===== config.mk =====
export PLATFORM = sky130hd
export DESIGN_NAME = sound_ram_arb
export DESIGN_NICKNAME = d
export VERILOG_FILES = /design/src/rtl/sound_pkg.sv /design/src/rtl/sound_ram_arb.sv
export SDC_FILE = /design/constraint.sdc
export NUM_CORES = 1
export LEC_CHECK = 0
export ABC_AREA = 0
export BUFFER_PORTS_ARGS = -buffer_cell sky130_fd_sc_hd__buf_2
export CAP_MARGIN = 20
export CORE_ASPECT_RATIO = 0.8
export CORE_MARGIN = 3
export CORE_UTILIZATION = 58
export CTS_CLUSTER_SIZE = 40
export DETAILED_ROUTE_END_ITERATION = 10
export PLACE_DENSITY = 0.88
export RECOVER_POWER = 50
export REMOVE_ABC_BUFFERS = 1
export SLEW_MARGIN = 20
export SYNTH_ARGS = -nofsm -noshare
export SYNTH_HDL_FRONTEND = slang
export SYNTH_SLANG_ARGS = --single-unit

===== constraint.sdc =====
create_clock -name CLK_14M -period 2.75 [get_ports CLK_14M]
set_input_delay 0.1375 -clock CLK_14M [delete_from_list [all_inputs] [get_ports CLK_14M]]
set_output_delay 0.1375 -clock CLK_14M [all_outputs]
set_load 0.02 [all_outputs]

===== src/rtl/sound_pkg.sv =====
// Shared types and constants for the sound RAM arbiter.
package sound_pkg;

   localparam int SOUND_RAM_AW = 16;

   typedef enum logic [1:0] {
      IDLE = 2'd0,
      ADDR = 2'd1,
      DATA = 2'd2
   } state_t;

   typedef enum logic {
      OWN_DOC = 1'b0,
      OWN_GLU = 1'b1
   } owner_t;

   // Saturating 8-bit increment used by the GLU starvation counter.
   function automatic logic [7:0] sat_inc8(input logic [7:0] v);
      return (v == 8'hFF) ? v : v + 8'd1;
   endfunction

endpackage


===== src/rtl/sound_ram_arb.sv =====
// Single-port sound RAM arbiter: DOC fetches have priority, GLU host accesses
// are forced ahead after GLU_MAX_WAIT cycles of waiting.
module sound_ram_arb
   import sound_pkg::*;
#(
   parameter int GLU_MAX_WAIT = 8,
   parameter int ADDR_W       = SOUND_RAM_AW
)(
   input  logic              CLK_14M,
   input  logic              reset_n,
   input  logic              doc_req,
   input  logic [ADDR_W-1:0] doc_addr,
   output logic              doc_ack,
   output logic [7:0]        doc_data,
   input  logic              glu_req,
   input  logic              glu_wr,
   input  logic [ADDR_W-1:0] glu_addr,
   input  logic [7:0]        glu_wdata,
   output logic              glu_ack,
   output logic [7:0]        glu_rdata,
   output logic              glu_busy,
   output logic [ADDR_W-1:0] ram_addr,
   output logic              ram_we,
   output logic [7:0]        ram_wdata,
   input  logic [7:0]        ram_rdata,
   output logic              doc_overrun,
   output logic              doc_late,
   input  logic              status_clr
);

   localparam logic [7:0] MAX_WAIT = 8'(GLU_MAX_WAIT);

   state_t            state_r, state_s;
   owner_t            owner_r;
   logic              op_wr_r;
   logic              doc_pend_r, glu_pend_r;
   logic [ADDR_W-1:0] doc_addr_r, glu_addr_r;
   logic              glu_wr_r;
   logic [7:0]        glu_wdata_r;
   logic [7:0]        glu_wait_r;

   logic              doc_eff_s, glu_eff_s;
   logic [ADDR_W-1:0] doc_addr_s, glu_addr_s;
   logic              glu_wr_s;
   logic [7:0]        glu_wdata_s;
   logic              grant_doc_s, grant_glu_s;

   // Merge incoming pulses with pending requests, arbitrate, pick next state.
   always_comb begin
      doc_eff_s   = doc_pend_r | doc_req;
      doc_addr_s  = doc_req ? doc_addr : doc_addr_r;
      glu_eff_s   = glu_pend_r | glu_req;
      glu_addr_s  = glu_pend_r ? glu_addr_r  : glu_addr;
      glu_wr_s    = glu_pend_r ? glu_wr_r    : glu_wr;
      glu_wdata_s = glu_pend_r ? glu_wdata_r : glu_wdata;
      grant_doc_s = 1'b0;
      grant_glu_s = 1'b0;
      state_s     = state_r;
      case (state_r)
         IDLE, DATA: begin
            if (glu_eff_s && (!doc_eff_s || (glu_wait_r >= MAX_WAIT))) begin
               grant_glu_s = 1'b1;
            end else if (doc_eff_s) begin
               grant_doc_s = 1'b1;
            end else begin
               grant_glu_s = 1'b0;
            end
            state_s = (grant_glu_s || grant_doc_s) ? ADDR : IDLE;
         end
         ADDR:    state_s = DATA;
         default: state_s = IDLE;
      endcase
   end

   // FSM state register.
   always_ff @(posedge CLK_14M or negedge reset_n) begin
      if (!reset_n) begin
         state_r <= IDLE;
      end else begin
         state_r <= state_s;
      end
   end

   // Request capture, RAM port, completion, wait counter and status flags.
   always_ff @(posedge CLK_14M or negedge reset_n) begin
      if (!reset_n) begin
         owner_r     <= OWN_DOC;
         op_wr_r     <= 1'b0;
         doc_pend_r  <= 1'b0;
         doc_addr_r  <= '0;
         glu_pend_r  <= 1'b0;
         glu_addr_r  <= '0;
         glu_wr_r    <= 1'b0;
         glu_wdata_r <= 8'h00;
         glu_wait_r  <= 8'h00;
         doc_ack     <= 1'b0;
         doc_data    <= 8'h00;
         glu_ack     <= 1'b0;
         glu_rdata   <= 8'h00;
         glu_busy    <= 1'b0;
         ram_addr    <= '0;
         ram_we      <= 1'b0;
         ram_wdata   <= 8'h00;
         doc_overrun <= 1'b0;
         doc_late    <= 1'b0;
      end else begin
         doc_ack <= 1'b0;
         glu_ack <= 1'b0;
         ram_we  <= 1'b0;

         if (state_r == DATA) begin
            if (owner_r == OWN_DOC) begin
               doc_data <= ram_rdata;
               doc_ack  <= 1'b1;
            end else begin
               glu_ack <= 1'b1;
               if (!op_wr_r) begin
                  glu_rdata <= ram_rdata;
               end
            end
         end

         if (grant_glu_s) begin
            ram_addr  <= glu_addr_s;
            ram_we    <= glu_wr_s;
            ram_wdata <= glu_wdata_s;
            owner_r   <= OWN_GLU;
            op_wr_r   <= glu_wr_s;
         end else if (grant_doc_s) begin
            ram_addr <= doc_addr_s;
            owner_r  <= OWN_DOC;
            op_wr_r  <= 1'b0;
         end

         doc_pend_r <= doc_eff_s & ~grant_doc_s;
         doc_addr_r <= doc_addr_s;
         glu_pend_r <= glu_eff_s & ~grant_glu_s;
         if (glu_req && !glu_pend_r) begin
            glu_addr_r  <= glu_addr;
            glu_wr_r    <= glu_wr;
            glu_wdata_r <= glu_wdata;
         end

         if (grant_glu_s) begin
            glu_wait_r <= 8'h00;
         end else if (glu_pend_r) begin
            glu_wait_r <= sat_inc8(glu_wait_r);
         end

         // Any GLU transaction still queued or about to reach DATA keeps busy high.
         glu_busy <= glu_eff_s | ((state_r == ADDR) && (owner_r == OWN_GLU));

         if (doc_req && doc_pend_r) begin
            doc_overrun <= 1'b1;
         end else if (status_clr) begin
            doc_overrun <= 1'b0;
         end

         if (grant_glu_s && doc_eff_s) begin
            doc_late <= 1'b1;
         end else if (status_clr) begin
            doc_late <= 1'b0;
         end
      end
   end

endmodule


==> key figures <==
Run status
  – Outcome: finished, final reports clean

Layout
  – Synth-to-layout area growth: 20.52%
  – Most frequent cells in the layout: 101 x dfrtp_1, 65 x mux2_2, 51 x buf_2
  – Most common cell after layout, fill and taps aside: dfrtp_1
  – Layout Utilization: 73.52%
  – Post-route design area: between 0.005 and 0.006 mm^2
  – Non-filler cells, final: 554
  – Fin nets: about 520
  – Share of layout cells above drive strength 1: about 31%
  – N_diodes: 0

Timing
  – FMAX: approximately 440 MHz
  – Hold Violations, Final: 0
  – Final Max Tran Viols: 0
  – RSZ-0062 raised after global routing: no
  – Worst slew margin: around 17%
  – Hold Slack: about 0.0053 ns
  – Tmin final: about 2.3 ns
  – Setup TNS: 0 ns
  – Worst slew pin tran: between 1 and 1.5 ns
  – Fin crit share: roughly 83%
  – Setup Skew: approximately 0.021 ns
  – Endpoints failing setup: 0

Global route
  – GR Layer Usage met1: ~29%
  – Wire length of the first global-routing pass: roughly 16 mm
  – Congestion Overflow GR: 0
  – Grt met3 use: 5.542%
  – GRT Util Overall: a little under a quarter
  – Initial antenna violation count: 0
  – Met2 Resource Use GR: 39.88%
  – Number of global-route vias before repair: 3,320
  – GRT Max-Usage Layer: met2
  – Largest net degree at the start of global routing: 53

Synthesis
  – Post-synthesis sequential area ratio: ~59%
  – Syn Area/Cell: between 10 and 15 um^2
  – Synth cell types: 36
  – Cells after synthesis: about 350
  – Post-synth EDFFs: 0
  – Main synth FF type: dfrtp_1
  – Post-synth ARST share: between 90% and 100%
  – Synthesized area: approximately 0.0043 mm^2
  – FF+latch count, synth: a little over 100
  – Ys Warns: 0

CTS
  – Clock Tree Root: clkbuf_8
  – Max Root-Sink Buffers: 2
  – CTS tree: done
  – CTS Buf Count: 9
  – Clk Latency, worst-skew pair: between 0.3 and 0.4 ns
  – Post-CTS resize count: 0
  – Worst-path clk slew: between 0.1 and 0.15 ns
  – H-tree level count: 3
  – Clk sink count: approximately 100

Routing
  – Wire per inst: between 15 and 20 um
  – Number of remaining DRC errors: 0
  – Vias per inst: around 5.6
  – Antenna Nets Post-Route: 0
  – Detailed Route Iter0 Violations: 149
  – Total routed wirelength: about 9.6 mm
  – DR pass1 iterations: 4
  – Vias post-DR: a little over 3,000

Placed design
  – Placer's final routability congestion estimate: 0.7935
  – Placed Area: 0.004868 mm^2
  – DP Wirelength: between 6 and 7 mm
  – Placed insts: around 520
  – Port Buffer Count: 99

Floorplan
  – Die X: ~100 um
  – Initial Utilization: 61.00%
  – Die Y: 82.90 um
  – Die ar.: about 0.0085 mm^2
  – IO Pins: 100
  – Row count: 27
  – Core Area: 0.007027 mm^2

Worst setup path
  – Top delay family on crit path: compound AO/OA/AOI/OAI gates
  – Buf/Inv on CP: 1
  – Worst setup SP type: flop
  – Worst EP arrival: 2.57 ns
  – Slowest stage delay, CP: just under 0.6 ns
  – Worst-path fanout max: 26
  – Crit path required time: slightly above 3 ns
  – Crit. End Element: flop
  – CP most frequent cell: o21ai_1
  – Max stage delay cell, worst path: or4_4
  – Critical setup path kind: reg -> reg
  – Worst-path cell chain: or4_4, o31ai_4, buf_4, o21ai_1, o21ai_1

Power and ir drop
  – Total net switching power: ~2.4 mW
  – Pleak: 2.348 nW
  – Register share of total power: 42.2%
  – PwrDens: 1143 mW/mm^2
  – Clock share of power: between 10% and 20%
  – Internal power: roughly 3.5 mW
  – Peak supply drop: between 500 and 600 uV
  – Switch share: between 40 and 50%
  – Gate power share: 42.6%

Job
  – MaxCap Viol Count: 0

Worst hold path
  – Min-Delay Path Class: in -> reg
sequential cells by signal, summed over array words and instances (netlist names):
name         cells
doc_ack          1
doc_addr_r      16
doc_data         8
doc_late         1
doc_overrun      1
doc_pend_r       1
glu_ack          1
glu_addr_r      16
glu_busy         1
glu_pend_r       1
glu_rdata        8
glu_wait_r       8
glu_wdata_r      8
glu_wr_r         1
op_wr_r          1
owner_r          1
ram_addr        16
ram_wdata        8
ram_we           1
state_r          2
logic make-up after synthesis:
kind of cell | synth area share, %
AO/OA/AOI/OAI | 7.968
XOR/XNOR | 0.8174
adder cells (fa/ha/maj) | 0.5837
buffers and inverters | 2.890
flip-flops | 58.96
multiplexers | 21.28
AND/OR/NAND/NOR | 7.502
power groups by stage:
stage	clock network [mW]	logic [mW]	registers [mW]
global route	0.977	2.75	2.56
global placement	0	2.47	2.45
CTS	0.916	2.62	2.47
detailed placement	0	2.57	2.49
floorplan	0	1.33	2.86
finish	0.898	2.51	2.49
worst register-to-register path: stages, from the launching register on:
cell	delay [ns]
dfrtp_1	0.46
or4_4	0.60
o31ai_4	0.46
buf_4	0.37
o21ai_1	0.15
o21ai_1	0.18
synth_stat cells, types with 4 or more instances:
cell type	instances	area share (%)
buf_1	5	0.44
dfrtp_1	101	59
mux2_2	73	19
mux2i_1	9	2.1
nand3_1	4	0.47
nor2_1	25	2.2
buf_2	6	0.70
o21ai_0	22	2.6
o21ai_1	21	2.5
nand2_1	30	2.6
inv_1	7	0.61
clkbuf_1	6	0.53
per-layer routing:
layer  up-vias  wire length (um)
li1       1433                 -
met1      1543              3938
met2       111              4935
met3        21               535
met4         0               203
met5         -                 0
through the flow:
stage          worst slack, ns  power (mW)
2_1_floorplan           0.4646       4.185
3_3_place_gp            0.5950       4.918
3_5_place_dp            0.5283       5.061
4_1_cts                 0.4852       6.013
5_1_grt                 0.3621       6.292
6_report                0.4753       5.905
path summary, 6_finish.rpt:
path | start | endpoint | slack, ns | depth (start not counted)
max | glu_wait_r[7] | ram_addr[15] | 0.48 | 5
min | doc_addr[7] | doc_addr_r[7] | 0.005 | 2
max reg2reg | glu_wait_r[7] | ram_addr[15] | 0.48 | 5
min reg2reg | state_r[1] | state_r[1] | 0.45 | 1
max in group asynchronous | reset_n | glu_rdata[4] | 1.30 | 3
min in group asynchronous | reset_n | doc_addr_r[12] | 0.54 | 2
cell type report:
type / instances / area, um^2
Multi-Input combinational cell: 219 / 1635
Sequential cell: 101 / 2527
Clock buffer: 10 / 137.6
Tap cell: 87 / 108.9
Clock inverter: 6 / 55.05
Fill cell: 480 / 1861
Inverter: 7 / 26.28
Timing Repair Buffer: 124 / 675.6
what timing repair did:
item	in CTS	in global routing
endpoints found under the hold margin	67	2
endpoints found under the setup margin	0	0
buffers inserted	0	0
hold buffers	15	2
Power figures use the tool's default switching activity.
